## src/rtl/fifo_rd_burst_pkg.sv

```systemverilog
// fifo_rd_burst_pkg: FSM encoding and skid buffer sizing shared by the FIFO read burst controller
package fifo_rd_burst_pkg;
    typedef enum logic [1:0] {IDLE, BURST, DRAIN} state_t;
    localparam int SKID_DEPTH = 4;
    localparam int SKID_CW    = 3;
    localparam int SKID_AW    = 2;
endpackage

```

## src/rtl/fifo_rd_skid.sv

```systemverilog
// fifo_rd_skid: 4-entry single-clock buffer absorbing FIFO read latency and stream backpressure
module fifo_rd_skid
    import fifo_rd_burst_pkg::*;
#(
    parameter int kuan = 16
) (
    input  logic               rdclk,
    input  logic               aclr,
    input  logic               push,
    input  logic               pop,
    input  logic [kuan-1:0]    din,
    output logic [SKID_CW-1:0] count,
    output logic [kuan-1:0]    head
);
    logic [kuan-1:0]    mem_q [SKID_DEPTH];
    logic [kuan-1:0]    mem_d [SKID_DEPTH];
    logic [SKID_AW-1:0] wp_q, wp_d, rp_q, rp_d;
    logic [SKID_CW-1:0] cnt_q, cnt_d;

    always_comb begin
        mem_d = mem_q;
        if (push) mem_d[wp_q] = din;
        wp_d  = push ? wp_q + 1'b1 : wp_q;
        rp_d  = pop ? rp_q + 1'b1 : rp_q;
        cnt_d = cnt_q + SKID_CW'(push) - SKID_CW'(pop);
    end

    always_ff @(posedge rdclk or negedge aclr) begin
        if (!aclr) begin
            mem_q <= '{default: '0};
            wp_q  <= '0;
            rp_q  <= '0;
            cnt_q <= '0;
        end else begin
            mem_q <= mem_d;
            wp_q  <= wp_d;
            rp_q  <= rp_d;
            cnt_q <= cnt_d;
        end
    end

    assign count = cnt_q;
    assign head  = mem_q[rp_q];
endmodule

```

## src/rtl/fifo_rd_burst.sv

```systemverilog
// fifo_rd_burst: waits for a full burst in the FIFO, then drains blen words onto a valid/ready stream
module fifo_rd_burst
    import fifo_rd_burst_pkg::*;
#(
    parameter int kuan    = 16,
    parameter int shenbit = 11,
    parameter int blen    = 64
) (
    input  logic               rdclk,
    input  logic               aclr,
    input  logic               en,
    output logic               rdreq,
    input  logic [kuan-1:0]    q,
    input  logic [shenbit-1:0] rdusedw,
    input  logic               rdempty,
    output logic [kuan-1:0]    m_data,
    output logic               m_valid,
    input  logic               m_ready,
    output logic               m_last,
    output logic               busy,
    output logic               burst_done
);
    localparam logic [shenbit-1:0] BLEN = shenbit'(blen);
    localparam logic [shenbit-1:0] LAST = shenbit'(blen - 1);

    state_t             state_q, state_d;
    logic [shenbit-1:0] rem_q, rem_d, dlv_q, dlv_d;
    logic               rd_d1_q;
    logic [SKID_CW-1:0] cnt;
    logic               pop;
    logic               unused_rdempty;

    assign unused_rdempty = rdempty;

    fifo_rd_skid #(.kuan(kuan)) u_skid (
        .rdclk (rdclk),
        .aclr  (aclr),
        .push  (rd_d1_q),
        .pop   (pop),
        .din   (q),
        .count (cnt),
        .head  (m_data)
    );

    always_comb begin
        state_d    = state_q;
        rem_d      = rem_q;
        dlv_d      = dlv_q;
        m_valid    = cnt != '0;
        m_last     = m_valid && dlv_q == LAST;
        pop        = m_valid && m_ready;
        burst_done = pop && m_last && state_q == DRAIN;
        busy       = state_q != IDLE;
        // the in-flight read counts against buffer space, so the buffer can never overflow
        rdreq      = state_q == BURST && rem_q != '0 && int'(cnt) + int'(rd_d1_q) < SKID_DEPTH;
        if (state_q == IDLE && en && rdusedw >= BLEN) begin
            state_d = BURST;
            rem_d   = BLEN;
        end
        if (rdreq) begin
            rem_d   = rem_q - 1'b1;
            state_d = rem_q == shenbit'(1) ? DRAIN : state_q;
        end
        if (pop) dlv_d = dlv_q + 1'b1;
        if (burst_done) begin
            state_d = IDLE;
            dlv_d   = '0;
        end
    end

    always_ff @(posedge rdclk or negedge aclr) begin
        if (!aclr) begin
            state_q <= IDLE;
            rem_q   <= '0;
            dlv_q   <= '0;
            rd_d1_q <= 1'b0;
        end else begin
            state_q <= state_d;
            rem_q   <= rem_d;
            dlv_q   <= dlv_d;
            rd_d1_q <= rdreq;
        end
    end
endmodule

```

## config.mk

```make
export PLATFORM = sky130hd
export DESIGN_NAME = fifo_rd_burst
export DESIGN_NICKNAME = d
export VERILOG_FILES = /design/src/rtl/fifo_rd_burst_pkg.sv /design/src/rtl/fifo_rd_skid.sv /design/src/rtl/fifo_rd_burst.sv
export SDC_FILE = /design/constraint.sdc
export NUM_CORES = 1
export LEC_CHECK = 0
export ABC_CLOCK_PERIOD_IN_PS = 2950
export CAP_MARGIN = 5
export CORE_ASPECT_RATIO = 0.5
export CORE_MARGIN = 2
export CORE_UTILIZATION = 63
export DETAILED_ROUTE_END_ITERATION = 16
export DONT_BUFFER_PORTS = 1
export PLACE_DENSITY = 0.79
export SLEW_MARGIN = 20
export SYNTH_ARGS = -nofsm -noshare
export SYNTH_HDL_FRONTEND = slang
export SYNTH_SLANG_ARGS = --single-unit
```

## constraint.sdc

```tcl
create_clock -name rdclk -period 2.95 [get_ports rdclk]
set_input_delay 0 -clock rdclk [delete_from_list [all_inputs] [get_ports rdclk]]
set_output_delay 0 -clock rdclk [all_outputs]
set_load 0.01 [all_outputs]
```

==> results.py <==
metrics = {
    "status": {
        "status": "complete, no violations",
    },
    "synth": {
        "ys_seq_area_frac": 0.541,
        "synth-edff-count": 0,
        "synth.distinct_cells": 50,
        "async_flop_share": 1.00,
        "syn_nets": 360,
        "synthTopCellsByArea": "dfrtp_1 54%, mux2_2 16%, mux4_2 8.1%",
        "synthCells": 317,
        "netlist_area_um2": 4440,
        "avgSynthCellArea_um2": 14.0,
        "synth_top_area_cell": "dfrtp_1",
        "synth_seq_cells": 96,
        "synth_flop_cell": "dfrtp_1",
        "synth_common_cells": "96 x dfrtp_1, 64 x mux2_2, 21 x nand2_1",
        "synth.most_common_cell": "dfrtp_1",
        "synth_top_area_frac": 0.541,
        "yosysWarningCount": 0,
    },
    "finish": {
        "n_antenna_cell": 0,
        "synthToLayoutAreaGrowth_pct": 13.2,
        "fillCellCount": 412,
        "final_nets": 385,
        "drive_above_1_share": 0.314,
        "utilization": 0.744,
    },
    "worst_hold_path": {
        "hp-class": "primary input to flop",
        "min_to": "rem_q[6]",
        "hold_depth": 3,
        "min_from": "rdusedw[7]",
    },
    "critical_path": {
        "r2r_setup_slack_ns": 0.57,
        "crit_fanout": 9,
        "path_class": "flop to flop",
        "worstSetupEndpointType": "flop",
        "crit_required_ns": 3.18,
        "crit_arrival_ns": 2.61,
        "reg2regPathDepth": 9,
        "r2r_end": "u_skid.count[2]",
        "crit_path_start_kind": "flop",
        "reg2reg_from": "u_skid.count[1]",
    },
    "route": {
        "wl_met1_um": 3590,
        "vias_per_cell": 6.15,
        "wl_um": 8550,
        "vias": 2701,
        "drc_errors": 0,
        "dr.pass1.iters": 4,
        "routed.top_layer": "met4",
        "ant_nets": 0,
        "dr_wl_met2_um": 4350,
        "drt-initial-drc-count": 132,
        "wl_per_cell_um": 19.5,
        "wl_met3_um": 416,
    },
    "floorplanning": {
        "core_um2": 6750,
        "pin_count": 53,
        "num_rows": 21,
        "start_util": 0.657,
        "die_x_um": 123,
        "dieArea_um2": 7770,
        "die-height_um": 63.4,
    },
    "clocking": {
        "htreeDepth": 3,
        "cts_resized": 0,
        "clk_latency_ns": 0.34,
        "cts_buffer_depth": 2,
        "cts_sinks": 96,
        "numCtsBuffers": 9,
        "clk_pin_slew_ns": 0.06,
        "cts_setup_buffers": 0,
        "cts-root-buf": "clkbuf_16",
        "cts_tree": "yes",
    },
    "power": {
        "seqPwrFrac": 0.470,
        "p_int_uw": 2560,
        "power.density_nw_per_um2": 744,
        "switching_share": 0.317,
        "pwr-share-clk": 0.279,
        "comb_power_share": 0.250,
        "vdd.ir_drop.worst_uv": 497,
        "p_switching_uw": 1180,
        "power_leakage_uw": 0.00216,
    },
    "sta": {
        "max_slew_margin": 0.430,
        "tightest_slew_ns": 0.855,
        "drv_slew": 0,
        "rsz0062_at_grt": "no",
        "timing.setup.tns_ns": 0,
        "finalCritPeriodShare": 0.806,
        "clock_skew_ns": 0.00667,
        "finalCriticalPeriod_ns": 2.38,
        "setup_violations": 0,
        "fmax_ghz": 0.421,
        "report.final.hold_viol_count": 0,
    },
    "global_route": {
        "grt_pass1_vias": 2977,
        "grt_overflow": 0,
        "grt.total_usage": 0.255,
        "grt_start_max_net_pins": 97,
        "grt_pass1_wl_um": 14700,
        "antenna_found_initial": 0,
    },
    "flow_run": {
        "max_cap_viol_count": 0,
    },
    "placement": {
        "gp_congestion": 0.838,
        "hpwl_um": 5540,
        "portBuffers": 0,
    },
}
routing by layer:
layer  vias up  track usage
met2        65        0.434
met4         0       0.0977
met3        16       0.0679
met5         -            0
li1       1224            -
met1      1396        0.313
layout by cell type (no fill, tap or decap), types with 7 or more instances in the layout:
| cell | synthesis | layout |
|---|---|---|
| ha_1 | 10 | 10 |
| dlygate4sd3_1 | 0 | 20 |
| inv_1 | 10 | 10 |
| mux2_2 | 64 | 64 |
| mux4_2 | 16 | 16 |
| nand3_1 | 7 | 7 |
| clkbuf_16 | 0 | 9 |
| nand2_1 | 21 | 21 |
| xnor2_1 | 8 | 8 |
| dfrtp_1 | 96 | 96 |
| nor2_1 | 10 | 10 |
repair_timing:
| item | in CTS | in global routing |
|---|---|---|
| hold buffers | 21 | 0 |
| hold endpoints to repair | 164 | 0 |
| endpoints found under the setup margin | 0 | 0 |
critical path, cell delays in order, from the launching register on:
cell      delay [ns]
dfrtp_1         0.44
o31ai_1         0.25
buf_4           0.19
clkinv_1        0.22
ha_1            0.35
inv_1           0.06
ha_1            0.15
inv_1           0.05
fa_1            0.37
xor2_1          0.17
registers in the layout, summed over array words and instances, names as in the netlist:
signal        flops
u_skid.mem_q     64
dlv_q            11
rem_q            11
u_skid.count      3
state_q           2
u_skid.rp_q       2
u_skid.wp_q       2
rd_d1_q           1
power groups by stage:
stage / sequential, uW / combinational [uW] / clock (uW)
6_report: 1760 / 937 / 1050
5_1_grt: 1800 / 1040 / 1130
4_1_cts: 1760 / 955 / 1070
3_5_place_dp: 1770 / 886 / 0
3_3_place_gp: 1760 / 842 / 0
2_1_floorplan: 1650 / 792 / 0
stage by stage:
step / total power [uW] / setup WS [ns] / hold WS [ns] / cell area [um^2] / std cells
finish: 3740 / 0.573 / 0.132 / 5030 / 439
global route: 3970 / 0.416 / 0.168 / 5030 / 439
CTS: 3780 / 0.562 / 0.124 / 5030 / 439
detailed placement: 2660 / 0.584 / -0.293 / 4530 / 402
global placement: 2600 / 0.661 / -0.293 / 4530 / 402
floorplan: 2440 / 0.364 / -0.296 / 4440 / 317
cell families after synthesis:
group	after synthesis	synth area share
xor gates and xnor gates	14	0.0276
muxes	86	0.257
AOI/OAI and AO/OA	20	0.0341
DFF	96	0.541
buffers and inverters	23	0.0220
adders and majority gates	11	0.0327
and+or+nand+nor	67	0.0854
area by class of cell:
cell class	count	area (um^2)	share of cell area
Clock buffer	12	236	0.0470
Clock inverter	4	31.3	0.00622
Inverter	12	45.0	0.00896
Multi-Input combinational cell	198	1940	0.386
Sequential cell	96	2400	0.478
Tap cell	92	115	0.0229
Timing Repair Buffer	25	258	0.0513
worst max-delay path by stage:
stage,end,slack (ns),from
after floorplan,u_skid.count[2],0.36,u_skid.count[1]
after global placement,u_skid.count[2],0.66,u_skid.count[1]
after detailed placement,u_skid.count[2],0.58,u_skid.count[1]
after CTS,u_skid.count[2],0.56,u_skid.count[1]
after global routing,u_skid.count[2],0.42,u_skid.count[1]
final,u_skid.count[2],0.57,u_skid.count[1]
(Power assumes the default switching activity.)
